### src/rtl/uart_pkg.sv
// Shared types and helpers for the UART transmitter slice.
package uart_pkg;

  typedef enum logic [2:0] {
    StIdle,
    StStart,
    StData,
    StParity,
    StStop
  } tx_state_t;

  localparam int unsigned DEFAULT_CLK_HZ = 100_000_000;
  localparam int unsigned DEFAULT_BAUD   = 115200;

  // Rounded to the nearest whole clock so the baud error stays minimal.
  function automatic int unsigned clks_per_bit(input int unsigned clk_hz,
                                               input int unsigned baud);
    return (clk_hz + baud / 2) / baud;
  endfunction

endpackage

### src/rtl/uart_baud_gen.sv
// Modulo-CLKS_PER_BIT counter; tick_o marks the last cycle of each bit period.
module uart_baud_gen #(
  parameter int unsigned CLKS_PER_BIT = 868
) (
  input  logic clk_i,
  input  logic reset_ni,
  input  logic clr_i,
  output logic tick_o
);

  localparam int unsigned CntW = $clog2(CLKS_PER_BIT);
  localparam logic [CntW-1:0] CntMax = CntW'(CLKS_PER_BIT - 1);

  logic [CntW-1:0] cnt_q, cnt_d;

  always_comb begin
    cnt_d = cnt_q + 1'b1;
    if (clr_i || (cnt_q == CntMax)) begin
      cnt_d = '0;
    end
  end

  always_ff @(posedge clk_i) begin
    if (!reset_ni) begin
      cnt_q <= '0;
    end else begin
      cnt_q <= cnt_d;
    end
  end

  assign tick_o = (cnt_q == CntMax);

endmodule

### src/rtl/uart_tx.sv
// Asynchronous serial transmitter: start bit, LSB-first data, optional even
// parity, one or two stop bits. All outputs are registered.
module uart_tx
  import uart_pkg::*;
#(
  parameter int unsigned CLKS_PER_BIT = clks_per_bit(DEFAULT_CLK_HZ, DEFAULT_BAUD),
  parameter int unsigned DATA_WIDTH   = 8,
  parameter int unsigned PARITY_EN    = 0,
  parameter int unsigned STOP_BITS    = 1
) (
  input  logic                  clk,
  input  logic                  i_reset_n,
  input  logic                  i_start,
  input  logic [DATA_WIDTH-1:0] i_data,
  output logic                  o_tx,
  output logic                  o_busy,
  output logic                  o_done
);

  if (CLKS_PER_BIT < 2) begin : g_bad_clks_per_bit
    $error("uart_tx: CLKS_PER_BIT must be at least 2");
  end
  if ((STOP_BITS != 1) && (STOP_BITS != 2)) begin : g_bad_stop_bits
    $error("uart_tx: STOP_BITS must be 1 or 2");
  end

  // Bit index is shared between data bits and stop bits.
  localparam int unsigned IdxW = (DATA_WIDTH > 2) ? $clog2(DATA_WIDTH) : 1;
  localparam logic [IdxW-1:0] LastData = IdxW'(DATA_WIDTH - 1);
  localparam logic [IdxW-1:0] LastStop = IdxW'(STOP_BITS - 1);

  tx_state_t             state_q;
  logic [DATA_WIDTH-1:0] shift_q;
  logic [DATA_WIDTH-1:0] shift_nx;
  logic [IdxW-1:0]       idx_q;
  logic                  parity_q;
  logic                  baud_clr;
  logic                  tick;

  // Holding the counter clear while idle aligns it to the accept edge.
  assign baud_clr = (state_q == StIdle);
  assign shift_nx = shift_q >> 1;

  uart_baud_gen #(
    .CLKS_PER_BIT(CLKS_PER_BIT)
  ) u_baud_gen (
    .clk_i   (clk),
    .reset_ni(i_reset_n),
    .clr_i   (baud_clr),
    .tick_o  (tick)
  );

  always_ff @(posedge clk) begin
    if (!i_reset_n) begin
      state_q  <= StIdle;
      shift_q  <= '0;
      idx_q    <= '0;
      parity_q <= 1'b0;
      o_tx     <= 1'b1;
      o_busy   <= 1'b0;
      o_done   <= 1'b0;
    end else begin
      o_done <= 1'b0;
      unique case (state_q)
        StIdle: begin
          if (i_start) begin
            shift_q  <= i_data;
            parity_q <= ^i_data;
            idx_q    <= '0;
            o_tx     <= 1'b0;
            o_busy   <= 1'b1;
            state_q  <= StStart;
          end
        end
        StStart: begin
          if (tick) begin
            o_tx    <= shift_q[0];
            state_q <= StData;
          end
        end
        StData: begin
          if (tick) begin
            if (idx_q == LastData) begin
              idx_q <= '0;
              if (PARITY_EN != 0) begin
                o_tx    <= parity_q;
                state_q <= StParity;
              end else begin
                o_tx    <= 1'b1;
                state_q <= StStop;
              end
            end else begin
              idx_q   <= idx_q + 1'b1;
              shift_q <= shift_nx;
              o_tx    <= shift_nx[0];
            end
          end
        end
        StParity: begin
          if (tick) begin
            o_tx    <= 1'b1;
            state_q <= StStop;
          end
        end
        StStop: begin
          if (tick) begin
            if (idx_q == LastStop) begin
              idx_q   <= '0;
              o_busy  <= 1'b0;
              o_done  <= 1'b1;
              state_q <= StIdle;
            end else begin
              idx_q <= idx_q + 1'b1;
            end
          end
        end
        default: state_q <= StIdle;
      endcase
    end
  end

endmodule
### config.mk
export PLATFORM = sky130hd
export DESIGN_NAME = uart_tx
export DESIGN_NICKNAME = d
export VERILOG_FILES = /design/src/rtl/uart_pkg.sv /design/src/rtl/uart_baud_gen.sv /design/src/rtl/uart_tx.sv
export SDC_FILE = /design/constraint.sdc
export NUM_CORES = 1
export LEC_CHECK = 0
export ABC_AREA = 1
export ABC_CLOCK_PERIOD_IN_PS = 1850
export CORE_MARGIN = 4
export CORE_UTILIZATION = 43
export DETAILED_ROUTE_END_ITERATION = 8
export GPL_TIMING_DRIVEN = 0
export HOLD_SLACK_MARGIN = 0.15
export SLEW_MARGIN = 15
export SYNTH_ARGS = -nofsm -noshare
export SYNTH_HDL_FRONTEND = slang
export SYNTH_SLANG_ARGS = --single-unit
### constraint.sdc
create_clock -name clk -period 1.85 [get_ports clk]
set_input_delay 0.37 -clock clk [delete_from_list [all_inputs] [get_ports clk]]
set_output_delay 0.37 -clock clk [all_outputs]
set_load 0.01 [all_outputs]
==> results.cfg, run 1 <==
[floorplan]
floorplan.rows = 21
die_w_um = 67.4
io_pins = 14
coreArea_um2 = 3360
initial_utilization_pct = 45.2
die_h_um = 67.4
die_area_um2 = 4550

[cts]
cts_inserted_buffers = 3
cts_max_path_buffers = 2
cts.htree.levels = 1
cts.root.buffer_cell = sky130_fd_sc_hd__clkbuf_4
hold_fix_buffers_cts = 0
cts_setup_buffers = 0
clk_latency_ns = 0.33
post_cts.resized_instances = 0
clk_pin_slew_worst_paths_ns = 0.15
cts_tree = yes
total_number_of_clock_tree_sinks = 27

[worst_setup_path]
required_ns = 2.10
worst-path-max-fanout = 10
worst_setup_end_kind = register
arrival_ns = 1.87
crit_path_start_kind = register
path_class = register to register
ff2ff_setup_slack_ns = 0.23
rr_worst_depth = 9

[routing]
drc = 0
routed_wirelength_um = 2790
detailroute.via_count = 1310
ant_nets = 0
firstDrtPassIters = 4
route.detailed.vias_per_inst = 4.56
routed_wire_length_per_instance_um = 9.70
detail_route.iter0.violations = 102

[grt]
grt_pass1_wl_um = 5020
globalRoute.totalOverflow = 0
initial_antenna_violation_count = 0
grt_start_max_net_pins = 15
grt.total_usage_pct = 14.4
number_of_global_route_vias_before_repair = 1200

[timing]
drv_slew = 0
finalHoldViolCount = 0
worst_slack_ns = 0.226
setup_repair_after_global_routing_missed_its_margin = false
final_tns_setup_ns = 0
setup_viol_count_final = 0
finalWorstPathRequiredPeriod_ns = 1.62
fmax_ghz = 0.616
post-route-period-util_pct = 87.8
timing_worst_slew_pin_value_ns = 0.488
max-slew-margin-rel_pct = 67.4
skew_ns = 0.00518
fin_hold_ws_ns = 0.427

[finish]
areaGrowthSynthToFinish_pct = 13.4
insertedDiodeCount = 0
post_route_cells_drive_above_1_share_pct = 11.6
nets = 257
post-route-cell-area_um2 = 1720

[power]
ir_drop_mv = 0.578
cellInternalPower_mw = 1.46
report.power.total_mw = 2.74
power.share.sequential_pct = 31.4
combPwrFrac_pct = 59.0
p_clk_share_pct = 9.5
power_switching_share_pct = 46.7
power_leakage_nw = 0.812
power.switching_mw = 1.28
power_per_cell_area_nw_per_um2 = 1590

[synth]
yosys.area.top_type_share_pct = 35.6
synth.distinct_cells = 30
synth-edff-count = 0
synthCells = 225
synth_area_leaders = sky130_fd_sc_hd__dfxtp_1 (36%), sky130_fd_sc_hd__nand2_1 (13%), sky130_fd_sc_hd__inv_1 (8.4%)
ys_seq_elements = 27
async_flop_share_pct = 0
synthesis.area_per_instance_um2 = 6.75
synth_commonest_cells = sky130_fd_sc_hd__nand2_1 (52), sky130_fd_sc_hd__inv_1 (34), sky130_fd_sc_hd__nor2_1 (29)
synth_area_um2 = 1520
synth-main-ff-cell = sky130_fd_sc_hd__dfxtp_1
synthesis.yosys.warnings = 0
post-synth-top-count-cell = sky130_fd_sc_hd__nand2_1
synth.yosys.seq_area_share_pct = 35.6
synth_fp_nets = 240
synth.largest_area_cell = sky130_fd_sc_hd__dfxtp_1

[place]
detailedPlacementHpwl_um = 2110
dpl-instance-area_um2 = 1700
worst_slack_at_placement_ns = 0.179
gpl.final_weighted_congestion = 0.822
port-buffer-count = 12

[worst_hold_path]
classification_of_the_worst_slack_hold_path = input port to register
timing.hold.worst_path_depth = 3

[flow_run]
maxCapViolCount = 0

[outcome]
result_of_the_run = complete, no violations
cells by family (layout without fill, tap and decap cells):
family                   Yosys count  after routing  share of synthesized area, %
adder cells (fa/ha/maj)            4              4                          3.30
XOR/XNOR                           2              2                          1.15
AND/OR/NAND/NOR                  120            120                          37.2
AO/OA/AOI/OAI                     26             26                          10.5
flip-flops                        27             27                          35.6
buffers and inverters             46             62                          12.4
metal layers:
| metal | vias to the layer above | part of all wire (%) | track usage (%) |
|---|---|---|---|
| met5 | - | 0 | 0 |
| met4 | 0 | 2.0 | 6.84 |
| met3 | 5 | 2.2 | 2.00 |
| met2 | 12 | 45 | 23.2 |
| met1 | 561 | 51 | 18.9 |
| li1 | 732 | - | - |
through the flow:
step | util (%) | instances
floorplan | - | 225
global placement | 50.4 | 283
detailed placement | 50.4 | 283
CTS | 51.2 | 287
global route | 51.2 | 287
finish | 51.2 | 287
cell usage in the layout, fill, tap and decap left out:
cell,synthesis,layout
sky130_fd_sc_hd__inv_1,34,34
sky130_fd_sc_hd__xnor2_1,1,1
sky130_fd_sc_hd__buf_6,2,2
sky130_fd_sc_hd__inv_2,8,8
sky130_fd_sc_hd__nand3_4,1,1
sky130_fd_sc_hd__nor2_4,2,2
sky130_fd_sc_hd__o21bai_1,1,1
sky130_fd_sc_hd__nor3_1,5,5
sky130_fd_sc_hd__a21oi_2,1,1
sky130_fd_sc_hd__a21boi_4,1,1
sky130_fd_sc_hd__nand3b_1,8,8
sky130_fd_sc_hd__xor2_1,1,1
sky130_fd_sc_hd__dfxtp_1,27,27
sky130_fd_sc_hd__clkbuf_4,0,3
sky130_fd_sc_hd__clkbuf_1,1,2
sky130_fd_sc_hd__nor4_1,1,1
sky130_fd_sc_hd__nand3_1,10,10
sky130_fd_sc_hd__clkdlybuf4s50_1,0,12
sky130_fd_sc_hd__nand4_1,2,2
sky130_fd_sc_hd__nor2_2,3,3
sky130_fd_sc_hd__nand2_1,52,52
sky130_fd_sc_hd__and3_1,1,1
sky130_fd_sc_hd__nand2_2,5,5
sky130_fd_sc_hd__o211ai_1,1,1
sky130_fd_sc_hd__nand3_2,1,1
sky130_fd_sc_hd__o21ai_0,5,5
sky130_fd_sc_hd__ha_1,4,4
sky130_fd_sc_hd__o21bai_2,1,1
sky130_fd_sc_hd__a21oi_1,9,9
sky130_fd_sc_hd__buf_1,1,1
sky130_fd_sc_hd__o21ai_1,7,7
sky130_fd_sc_hd__nor2_1,29,29
worst paths after layout:
| kind | from | endpoint |
|---|---|---|
| hold reg to reg | o_busy$_SDFFE_PN0P_ | o_busy$_SDFFE_PN0P_ |
| setup / recovery | u_baud_gen.cnt_q[0]$_SDFF_PP0_ | shift_q[5]$_SDFFE_PN0P_ |
| hold / removal | i_reset_n | idx_q[1]$_SDFFE_PN0P_ |
| setup reg to reg | u_baud_gen.cnt_q[0]$_SDFF_PP0_ | shift_q[5]$_SDFFE_PN0P_ |
registers in the layout, summed over array words and instances, names as in the netlist:
| name | cells |
|---|---|
| o_busy | 1 |
| shift_q | 8 |
| idx_q | 3 |
| state_q | 3 |
| u_baud_gen.cnt_q | 10 |
| o_done | 1 |
| o_tx | 1 |
power groups by stage:
stage	clock (mW)	sequential, mW	combinational (mW)
floorplan	0	0.866	1.32
global placement	0	0.873	1.64
detailed placement	0	0.873	1.64
CTS	0.279	0.860	1.64
global route	0.296	0.881	1.90
finish	0.261	0.860	1.62
final cells by class:
| cell class | count | area, µm² |
|---|---|---|
| Inverter | 42 | 158 |
| Clock buffer | 4 | 26.3 |
| Buffer | 4 | 30.0 |
| Multi-Input combinational cell | 152 | 791 |
| Tap cell | 46 | 57.6 |
| Fill cell | 385 | 1640 |
| Timing Repair Buffer | 12 | 120 |
| Sequential cell | 27 | 541 |
worst max-delay path, cell delays in order (launching register included):
cell and delay (ns):
sky130_fd_sc_hd__dfxtp_1 0.40, sky130_fd_sc_hd__ha_1 0.21, sky130_fd_sc_hd__nand2_1 0.08, sky130_fd_sc_hd__nor2_2 0.14
sky130_fd_sc_hd__nand3_4 0.16, sky130_fd_sc_hd__a21boi_4 0.20, sky130_fd_sc_hd__buf_6 0.16, sky130_fd_sc_hd__nand3b_1 0.08
sky130_fd_sc_hd__nand2_1 0.07, sky130_fd_sc_hd__nor2_1 0.05
No activity file was read; power rests on OpenSTA's default activity.
==> run 2: changes to the inputs <==
--- a/config.mk
+++ b/config.mk
@@ -9,6 +9,7 @@
 export ABC_CLOCK_PERIOD_IN_PS = 1850
 export CORE_MARGIN = 4
 export CORE_UTILIZATION = 43
+export CTS_CLUSTER_DIAMETER = 100
 export DETAILED_ROUTE_END_ITERATION = 8
 export GPL_TIMING_DRIVEN = 0
 export HOLD_SLACK_MARGIN = 0.15
==> results of run 2 <==
No change in the layout: final DEF, timing and power equal those of run 1.
==> run 3: changes to the inputs <==
--- a/config.mk
+++ b/config.mk
@@ -13,6 +13,7 @@
 export DETAILED_ROUTE_END_ITERATION = 8
 export GPL_TIMING_DRIVEN = 0
 export HOLD_SLACK_MARGIN = 0.15
+export SKIP_LAST_GASP = 1
 export SLEW_MARGIN = 15
 export SYNTH_ARGS = -nofsm -noshare
 export SYNTH_HDL_FRONTEND = slang
==> results of run 3 <==
No change in the layout: final DEF, timing and power equal those of run 1.
